===== config.mk =====
export PLATFORM = sky130hd
export DESIGN_NAME = regfile_multiport
export DESIGN_NICKNAME = d
export VERILOG_FILES = /design/src/rtl/regfile_multiport_pkg.sv /design/src/rtl/regfile_clear_sequencer.sv /design/src/rtl/regfile_multiport.sv
export SDC_FILE = /design/constraint.sdc
export NUM_CORES = 1
export LEC_CHECK = 0
export CAP_MARGIN = 30
export CORE_MARGIN = 1
export CORE_UTILIZATION = 50
export DETAILED_ROUTE_END_ITERATION = 8
export PLACE_DENSITY = 0.68
export SETUP_SLACK_MARGIN = 0.05
export SYNTH_ARGS = -nofsm -noshare
export SYNTH_HDL_FRONTEND = slang
export SYNTH_SLANG_ARGS = --single-unit

===== constraint.sdc =====
create_clock -name clock_i -period 4.4 [get_ports clock_i]
set_input_delay 0.88 -clock clock_i [delete_from_list [all_inputs] [get_ports clock_i]]
set_output_delay 0.88 -clock clock_i [all_outputs]
set_load 0.005 [all_outputs]

===== src/rtl/regfile_multiport_pkg.sv =====
// regfile_multiport_pkg: shared core types for the multi-port register file
package regfile_multiport_pkg;
  localparam int XLEN = 32;
  typedef logic [XLEN-1:0] rv_reg_t;
  typedef struct packed {
    logic       enable;
    logic [4:0] which_register;
    rv_reg_t    value;
  } reg_write_control_t;
  typedef enum logic {RF_CLEAR, RF_READY} rf_state_t;
endpackage


===== src/rtl/regfile_clear_sequencer.sv =====
// regfile_clear_sequencer: walks every entry writing zero after reset or on request, reporting busy
module regfile_clear_sequencer
  import regfile_multiport_pkg::*;
#(
  parameter int NUM_REGS = 32,
  parameter int ADDR_W   = $clog2(NUM_REGS)
) (
  input  logic              clock_i,
  input  logic              reset_n_i,
  input  logic              clear_req_i,
  output logic              busy_o,
  output logic              clr_we_o,
  output logic [ADDR_W-1:0] clr_addr_o
);
  rf_state_t         state_q;
  logic [ADDR_W-1:0] idx_q;
  logic              busy_q;
  always_ff @(posedge clock_i) begin
    if (!reset_n_i) begin
      state_q <= RF_CLEAR;
      idx_q   <= '0;
      busy_q  <= 1'b1;
    end else if (state_q == RF_CLEAR) begin
      idx_q <= idx_q + 1'b1;
      if (idx_q == ADDR_W'(NUM_REGS - 1)) begin
        state_q <= RF_READY;
        busy_q  <= 1'b0;
      end
    end else if (clear_req_i) begin
      state_q <= RF_CLEAR;
      idx_q   <= '0;
      busy_q  <= 1'b1;
    end
  end
  assign busy_o     = busy_q;
  assign clr_we_o   = busy_q;
  assign clr_addr_o = idx_q;
endmodule


===== src/rtl/regfile_multiport.sv =====
// regfile_multiport: N-read/M-write register file with registered bypassed reads, stall hold and sequenced clear
module regfile_multiport
  import regfile_multiport_pkg::*;
#(
  parameter int DATA_W    = XLEN,
  parameter int NUM_REGS  = 32,
  parameter int NUM_READ  = 2,
  parameter int NUM_WRITE = 1,
  parameter int ZERO_REG  = 1,
  localparam int ADDR_W   = $clog2(NUM_REGS)
) (
  input  logic                          clock_i,
  input  logic                          reset_n_i,
  input  logic                          clear_req_i,
  output logic                          busy_o,
  input  logic                          rd_en_i,
  input  logic [NUM_READ*ADDR_W-1:0]    rs_addr_i,
  output logic [NUM_READ*DATA_W-1:0]    rs_val_o,
  input  logic [NUM_WRITE-1:0]          wr_en_i,
  input  logic [NUM_WRITE*ADDR_W-1:0]   wr_addr_i,
  input  logic [NUM_WRITE*DATA_W-1:0]   wr_data_i
);
  logic [DATA_W-1:0] mem_q [NUM_REGS];
  logic [ADDR_W-1:0] ra [NUM_READ];
  logic [ADDR_W-1:0] wa [NUM_WRITE];
  logic [DATA_W-1:0] wd [NUM_WRITE];
  logic [NUM_WRITE-1:0] we;
  logic [DATA_W-1:0] rs_val_d [NUM_READ];
  logic [DATA_W-1:0] rs_val_q [NUM_READ];
  logic              busy, clr_we;
  logic [ADDR_W-1:0] clr_addr;
  regfile_clear_sequencer #(.NUM_REGS(NUM_REGS), .ADDR_W(ADDR_W)) u_seq (
    .clock_i     (clock_i),
    .reset_n_i   (reset_n_i),
    .clear_req_i (clear_req_i),
    .busy_o      (busy),
    .clr_we_o    (clr_we),
    .clr_addr_o  (clr_addr)
  );
  assign busy_o = busy;
  for (genvar p = 0; p < NUM_WRITE; p++) begin : g_wp
    assign wa[p] = wr_addr_i[p*ADDR_W +: ADDR_W];
    assign wd[p] = wr_data_i[p*DATA_W +: DATA_W];
    assign we[p] = wr_en_i[p] && !busy && !(ZERO_REG != 0 && wa[p] == '0);
  end
  for (genvar i = 0; i < NUM_READ; i++) begin : g_rp
    assign ra[i] = rs_addr_i[i*ADDR_W +: ADDR_W];
    assign rs_val_o[i*DATA_W +: DATA_W] = rs_val_q[i];
  end
  always_comb begin
    for (int i = 0; i < NUM_READ; i++) begin
      rs_val_d[i] = (ZERO_REG != 0 && ra[i] == '0) ? '0 : mem_q[ra[i]];
      for (int p = 0; p < NUM_WRITE; p++)
        if (we[p] && wa[p] == ra[i]) rs_val_d[i] = wd[p];
    end
  end
  always_ff @(posedge clock_i) begin
    if (clr_we) mem_q[clr_addr] <= '0;
    for (int p = 0; p < NUM_WRITE; p++)
      if (we[p]) mem_q[wa[p]] <= wd[p];
  end
  always_ff @(posedge clock_i) begin
    for (int i = 0; i < NUM_READ; i++)
      if (!reset_n_i || busy) rs_val_q[i] <= '0;
      else if (rd_en_i) rs_val_q[i] <= rs_val_d[i];
  end
endmodule


# Word level (Yosys, flattened, before mapping)
# Memory sizes are Yosys's and may differ from the RTL's.
# Index checks and enable logic that the tools add are counted.
[word_totals]
mem_count = 2
out_inout_bits = 65
register_bits = 7
mem_bits_rw = 1088
[mem_list]
columns = ["name", "depth", "word_bits", "rd", "rd_clocked_by_memory_dff", "wr", "line", "text"]
rows = [
  ["mem_q", 32, 32, 2, 0, 1, "regfile_multiport.sv:23", "logic [DATA_W-1:0] mem_q [NUM_REGS];"],
  ["rs_val_q", 2, 32, 2, 0, 2, "regfile_multiport.sv:29", "logic [DATA_W-1:0] rs_val_q [NUM_READ];"],
]
[classes]
muxes = 26
bitwise_logic = 2
eq_ne = 4
n_reduce_logical = 14
addsub = 1
[ops]
columns = ["operator", "n"]
rows = [
  ["2-to-1 mux 32 bit", 7],
  ["OR reduction 32 bit", 1],
  ["2-to-1 mux 1 bit", 16],
  ["zero test 5 bit", 3],
  ["2-to-1 mux 5 bit", 3],
  ["equality test 5 bit", 2],
  ["adder 5 x 1 -> 5 bit (second input constant)", 1],
  ["equality test 5 bit (second input constant)", 1],
  ["logical AND 1 bit", 4],
  ["zero test 1 bit", 3],
  ["inequality test 2 bit (second input constant)", 1],
  ["bitwise OR 1 bit", 2],
  ["AND reduction 2 bit", 1],
  ["nonzero test 2 bit", 1],
  ["logical OR 1 bit", 1],
]

# Longest topological paths before layout
# Gate-level depths: netlist of the first run.
[depth]
depth_word = 7
ltp_mapped = 9
depth_no_buf = 6

# Cells and area by module
# Synthesis of the first run repeated with hierarchy kept, for this count alone.
[unflattened]
hier_cells = 3672
area_unflattened_um2 = 56948.4
[modules_own_cells]
columns = ["module", "cells_per_inst", "seq_area_each_um2", "n_inst", "area_per_inst_um2"]
rows = [
  ["regfile_multiport", 3636, 32671.3, 1, 56625.6],
  ["regfile_clear_sequencer", 36, 140.1, 1, 322.8],
]

# Worst setup path before layout of the first run
# Ideal clock, no wire load.
[synth_path]
kind = "input to register"
from = "in wr_addr_i[0]"
to = "mem mem_q[0][0] (netlist bit) (enable)"
path_stages = 6
path_buffers = 1
setup_ns = 0.421
path_slack_ns = 0.361
t_arrival_ns = 3.618
cell_sequence = "buf_2 > or4_4 > o21a_1 > mux2i_1 > nand3_1 > nor2_1"
[synth_via]
elab_chain_len = 7
elab_cells_between_ends = 8
cone_classes = "4 x mux; 4 x reduce/logical"
[synth_rtl]
columns = ["item", "line", "text"]
rows = [
  ["start: declaration", "regfile_multiport.sv:20", "input logic [NUM_WRITE*ADDR_W-1:0] wr_addr_i,"],
  ["zero test 5 bit", "regfile_multiport.sv:44", "assign we[p] = wr_en_i[p] && !busy && !(ZERO_REG != 0 && wa[p] == '0);"],
  ["zero test 1 bit", "regfile_multiport.sv:44", ""],
  ["logical AND 1 bit", "regfile_multiport.sv:44", ""],
  ["2-to-1 mux 1 bit", "regfile_multiport.sv:60", "if (we[p]) mem_q[wa[p]] <= wd[p];"],
  ["2-to-1 mux 1 bit (implied by the code)", "regfile_multiport.sv:60", ""],
  ["OR reduction 32 bit (no source line)", "n/a", ""],
  ["2-to-1 mux 5 bit (no source line) or 2-to-1 mux 1 bit (tied branches)", "n/a", ""],
  ["end: declaration", "regfile_multiport.sv:23", ""],
]
# Several ways; a longest one is shown, not always the timed one.

# Worst setup path in the final report of the first run
[layout_path]
from = "in wr_addr_i[1]"
to = "mem mem_q[3][0] (netlist bit) (enable)"
# The elaborated chain is that of the path after synthesis.

==> results.sh, run 1 <==
export IMPL_worstMarginPinSlew_ns=1.01
export IMPL_fp_dieW_um=319
export IMPL_grt_pass1_wl_um=219000
export IMPL_synth_seq_cells=1095
export IMPL_layout_commonest_cell="edfxtp_1"
export IMPL_ys_top_cells_by_area="edfxtp_1 65%, mux4_2 17%, mux2i_1 5.0%"
export IMPL_coreArea_um2=98900
export IMPL_syn_area_per_cell_um2=18.7
export IMPL_r2r_slack_ns=1.61
export IMPL_synthFlopType="edfxtp_1"
export IMPL_relSlewSlack=0.325
export IMPL_power_density_nw_per_um2=385
export IMPL_antenna_found_initial=1
export IMPL_clk_path_buf_depth=3
export IMPL_wl_per_cell_um=35.5
export IMPL_peakVddDrop_v=0.000325
export IMPL_cts_resized=0
export IMPL_finalSetupTns_ns=0
export IMPL_ioPinCount=117
export IMPL_outcome="finished clean"
export IMPL_final_seq_area_um2=32800
export IMPL_start_util=0.508
export IMPL_synth_top_area_frac=0.651
export IMPL_hold_path_class="register to register"
export IMPL_most_common_layout_cells="1088 x edfxtp_1, 388 x mux4_2, 251 x mux2i_1, 193 x a22oi_1, 171 x buf_4"
export IMPL_p_leak_nw=19.3
export IMPL_cpMaxStageDelayCell="clkdlybuf4s50_1"
export IMPL_synthArstFlopShare=0
export IMPL_yosys_warnings=0
export IMPL_row_count=115
export IMPL_worstSetupPathType="primary input to register"
export IMPL_post_cts_buffers=0
export IMPL_hold_slack_ns=0.673
export IMPL_cp_top_family="simple AND/OR/NAND/NOR gates"
export IMPL_htree_levels=3
export IMPL_synth_yosys_seq_area_share=0.654
export IMPL_min_period_over_period=0.780
export IMPL_design_area_um2=58200
export IMPL_cts_root_buffer="clkbuf_16"
export IMPL_cp_slowest_stage_delay_ns=0.58
export IMPL_synth_cells=2688
export IMPL_grt_max_degree=59
export IMPL_critical_path_arrival_ns=3.81
export IMPL_clk_latency_ns=0.70
export IMPL_multi_input_area_um2=16800
export IMPL_holdBufCountCts=0
export IMPL_overflow=0
export IMPL_crit_buf_inv=2
export IMPL_finalHoldViolCount=0
export IMPL_end_kind="register"
export IMPL_portBuffers=116
export IMPL_cts_tree="yes"
export IMPL_final_nets=2969
export IMPL_dp_hpwl_um=98700
export IMPL_ant_nets=0
export IMPL_synth_edf_count=1088
export IMPL_fp_dieArea_um2=102000
export IMPL_synth_area_leader_cell="edfxtp_1"
export IMPL_setup_violations=0
export IMPL_slew_violations=0
export IMPL_fmax_ghz=0.292
export IMPL_viasPerCell=7.09
export IMPL_vias=30400
export IMPL_dieHeight_um=319
export IMPL_crit_chain="clkdlybuf4s50_1 > or4_4 > o21a_2 > mux2i_1 > nand3_1 > nor2_4 > buf_12"
export IMPL_grt_usage=0.301
export IMPL_syn_area_um2=50200
export IMPL_cts_sinks=1095
export IMPL_cp_start_kind="primary input"
export IMPL_area_growth_pct=15.9
export IMPL_finClkSkew_ns=0.0227
export IMPL_drive_above_1_share=0.276
export IMPL_placed_cell_area_um2=54700
export IMPL_placed_cells=4090
export IMPL_clk_pin_slew_worst_paths_ns=0.06
export IMPL_place_gp_congestion=0.912
export IMPL_synth_cell_types=41
export IMPL_cp_max_fo=19
export IMPL_cts_buffers=110
export IMPL_drt_iter0_markers=3998
export IMPL_rsz0062_at_grt="no"
export IMPL_period_minus_slack_ns=3.43
export IMPL_wl_um=153000
export IMPL_cap_violations=0
export IMPL_drt_pre_antenna_iters=6
export IMPL_grt_pass1_vias=31200
export IMPL_route_detailed_drc=0
export IMPL_fin_cells=4291
export IMPL_synth_nets=2742
export IMPL_antennaDiodeCount=0
export IMPL_nFillCells=6964
export IMPL_required_ns=4.78
kinds of logic after synthesis:
logic type               after synthesis  synth area share
AO/OA/AOI/OAI                        592            0.0871
adder cells (fa/ha/maj)                2          0.000499
buffers and inverters                225            0.0194
multiplexers                         640             0.224
AND/OR/NAND/NOR                      122            0.0126
flip-flops                          1095             0.654
XOR/XNOR                              12           0.00209
Yosys cell counts (all sizes together), types with 2 or more instances:
| master | count |
|---|---|
| a211o | 64 |
| a211oi | 4 |
| a21oi | 127 |
| a221oi | 124 |
| a22o | 2 |
| a22oi | 193 |
| a31oi | 2 |
| and2 | 38 |
| and3b | 2 |
| buf | 94 |
| clkbuf | 126 |
| dfxtp | 7 |
| edfxtp | 1088 |
| ha | 2 |
| inv | 5 |
| mux2i | 251 |
| mux4 | 388 |
| nand2 | 9 |
| nand3 | 11 |
| nor2 | 42 |
| nor2b | 9 |
| nor3 | 2 |
| nor4 | 4 |
| o21a | 3 |
| o21ai | 2 |
| o21bai | 62 |
| o22ai | 4 |
| o311ai | 2 |
| o31ai | 2 |
| xnor2 | 11 |
flip-flops by register name, summed over array words and instances (netlist names):
register,cells
mem_q,1024
rs_val_q,64
u_seq.busy_o,1
u_seq.state_q,1
u_seq.clr_addr_o,5
worst min-delay path, cell delays in order (launching register included):
cell,delay [ns]
dfxtp_1,0.40
nor2_1,0.13
o21a_1,0.11
path summary, 6_finish.rpt:
path	from	end	depth (start not counted)
max	wr_addr_i[1]	mem_q[3][0]	7
min	u_seq.clr_addr_o[0]	u_seq.clr_addr_o[0]	2
max reg2reg	u_seq.busy_o	mem_q[3][0]	7
min reg2reg	u_seq.clr_addr_o[0]	u_seq.clr_addr_o[0]	2
power by group:
group / leakage (nW) / internal [mW] / switching (mW) / total [mW]
sequential: 9.84 / 11.4 / 0.0524 / 11.5
combinational: 7.72 / 0.683 / 0.947 / 1.63
clock: 1.73 / 5.30 / 3.96 / 9.26
metal layers:
layer / wire length [um] / vias up / share of wire / track usage
li1: - / 12100 / - / -
met1: 55900 / 16000 / 0.37 / 0.398
met2: 73700 / 1925 / 0.48 / 0.482
met3: 14400 / 368 / 0.094 / 0.0504
met4: 8600 / 0 / 0.056 / 0.160
met5: 0 / - / 0 / 0
metrics by stage:
step,worst slack [ns],utilization,power [mW]
5_1_grt,0.849,0.588,22.9
2_1_floorplan,0.361,-,12.7
3_3_place_gp,0.296,0.553,13.3
6_report,0.970,0.588,22.4
4_1_cts,1.03,0.588,22.4
3_5_place_dp,0.312,0.553,13.3
cell type report:
class,count,area share
inverter,5,0.000323
timing repair buffer,335,0.0584
sequential,1095,0.564
multi-input combinational,1368,0.289
clock inverter,74,0.0109
tap,1287,0.0277
clock buffer,127,0.0495
(Power assumes the default switching activity.)
==> run 2, diff against run 1 <==
- clock period: 4.4 -> 3.24 ns (I/O delays scaled with it)
==> results.sh, run 2 (same netlist as run 1, synthesis figures left out) <==
export IMPL_cts_tree="yes"
export IMPL_worstSetupPathType="primary input to register"
export IMPL_post_cts_buffers=0
export IMPL_clk_path_buf_depth=3
export IMPL_vias=30900
export IMPL_fp_dieArea_um2=102000
export IMPL_cts_root_buffer="clkbuf_16"
export IMPL_period_minus_slack_ns=2.86
export IMPL_grt_pass1_wl_um=223000
export IMPL_ioPinCount=117
export IMPL_wl_um=155000
export IMPL_cts_resized=0
export IMPL_hold_path_class="primary input to register"
export IMPL_fp_dieW_um=319
export IMPL_row_count=115
export IMPL_largest_reg_flops=1024
export IMPL_place_gp_congestion=0.953
export IMPL_peakVddDrop_v=0.000470
export IMPL_slew_violations=0
export IMPL_cap_violations=0
export IMPL_drt_pre_antenna_iters=6
export IMPL_cp_max_fo=9
export IMPL_finalSetupTns_ns=0
export IMPL_cts_buffers=110
export IMPL_start_util=0.508
export IMPL_area_growth_pct=19.6
export IMPL_end_kind="register"
export IMPL_drive_above_1_share=0.304
export IMPL_holdBufCountCts=0
export IMPL_grt_usage=0.306
export IMPL_required_ns=3.81
export IMPL_clk_latency_ns=0.71
export IMPL_dp_hpwl_um=102000
export IMPL_setup_violations=0
export IMPL_p_leak_nw=20.1
export IMPL_cp_start_kind="primary input"
export IMPL_place_ws_ns=-0.275
export IMPL_grt_max_degree=63
export IMPL_fin_ws_ns=0.379
export IMPL_drt_iter0_markers=4090
export IMPL_route_detailed_drc=0
export IMPL_final_nets=3076
export IMPL_nFillCells=6882
export IMPL_dieHeight_um=319
export IMPL_final_core_util=0.607
export IMPL_antenna_found_initial=8
export IMPL_outcome="finished clean"
export IMPL_layout_commonest_cell="edfxtp_1"
export IMPL_min_period_over_period=0.883
export IMPL_power_density_nw_per_um2=520
export IMPL_htree_levels=3
export IMPL_coreArea_um2=98900
export IMPL_grt_pass1_vias=31600
export IMPL_critical_path_arrival_ns=3.43
export IMPL_hold_slack_ns=0.626
export IMPL_ant_nets=0
export IMPL_finalHoldViolCount=0
export IMPL_viasPerCell=7.02
export IMPL_wl_per_cell_um=35.1
export IMPL_rsz0062_at_grt="no"
export IMPL_worstMarginPinSlew_ns=1.04
export IMPL_clk_pin_slew_worst_paths_ns=0.06
export IMPL_cts_sinks=1095
export IMPL_portBuffers=116
export IMPL_most_common_layout_cells="1088 x edfxtp_1, 388 x mux4_2, 251 x mux2i_1, 214 x buf_4, 193 x a22oi_1"
export IMPL_overflow=0
export IMPL_finClkSkew_ns=0.0306
export IMPL_regMostFlops="mem_q"
export IMPL_fmax_ghz=0.350
export IMPL_relSlewSlack=0.300
[run 2: cell types whose count changed in the layout (fill, tap and decap cells not counted), sizes merged]
cell      previous run  this run
inv                 11        12
buf                225       332
diode                0         3
clkbuf             129       134
clkinv              54        47
bufinv              11        17
clkinvlp             3         4
[run 2: through the flow]
| stage | cells | cell area, um^2 | total power, mW |
|---|---|---|---|
| floorplan | 2688 | 50300 | 17.2 |
| global placement | 4196 | 56200 | 18.2 |
| detailed placement | 4197 | 56300 | 18.2 |
| CTS | 4404 | 60000 | 31.3 |
| global route | 4404 | 60000 | 31.9 |
| finish | 4407 | 60000 | 31.2 |
[run 2: power by group]
group | internal (mW) | switching [mW]
Clock | 7.72 | 5.53
Combinational | 1.00 | 1.36
Sequential | 15.5 | 0.0726
Total | 24.2 | 6.95
[run 2: final cells by class]
| class | instances | area [um^2] | area share |
|---|---|---|---|
| clock inverters | 75 | 868 | 0.0145 |
| diodes | 3 | 7.51 | 0.000125 |
| clock buffers | 132 | 2880 | 0.0480 |
| well taps | 1287 | 1610 | 0.0268 |
| repair buffers | 442 | 5010 | 0.0834 |
| multi-input cells | 1368 | 16800 | 0.280 |
| flip-flops and latches | 1095 | 32800 | 0.547 |
| inverters | 5 | 18.8 | 0.000313 |
[run 2: layer usage]
layer  track usage  up-vias  routed length, um
met2         0.496     2051              75700
li1              -    12400                  -
met3        0.0572      357              16200
met5             0        -                 31
met4         0.133        4               6910
met1         0.405    16100              55900
[run 2: worst max-delay path, cell delays in order]
cell	delay, ns
clkdlybuf4s50_1	0.42
or4_4	0.58
o21ai_4	0.21
buf_4	0.23
o311ai_4	0.17
buf_12	0.20
buf_4	0.16
a21oi_1	0.56
a211o_1	0.23
[run 2: worst paths after layout]
| check | startpoint | endpoint | slack (ns) | cells after the start |
|---|---|---|---|---|
| min reg2reg | u_seq.clr_addr_o[0] | u_seq.clr_addr_o[0] | 0.67 | 2 |
| max reg2reg | u_seq.busy_o | rs_val_q[1][31] | 0.54 | 9 |
| min | reset_n_i | u_seq.busy_o | 0.63 | 3 |
| max | wr_addr_i[4] | rs_val_q[1][31] | 0.38 | 9 |
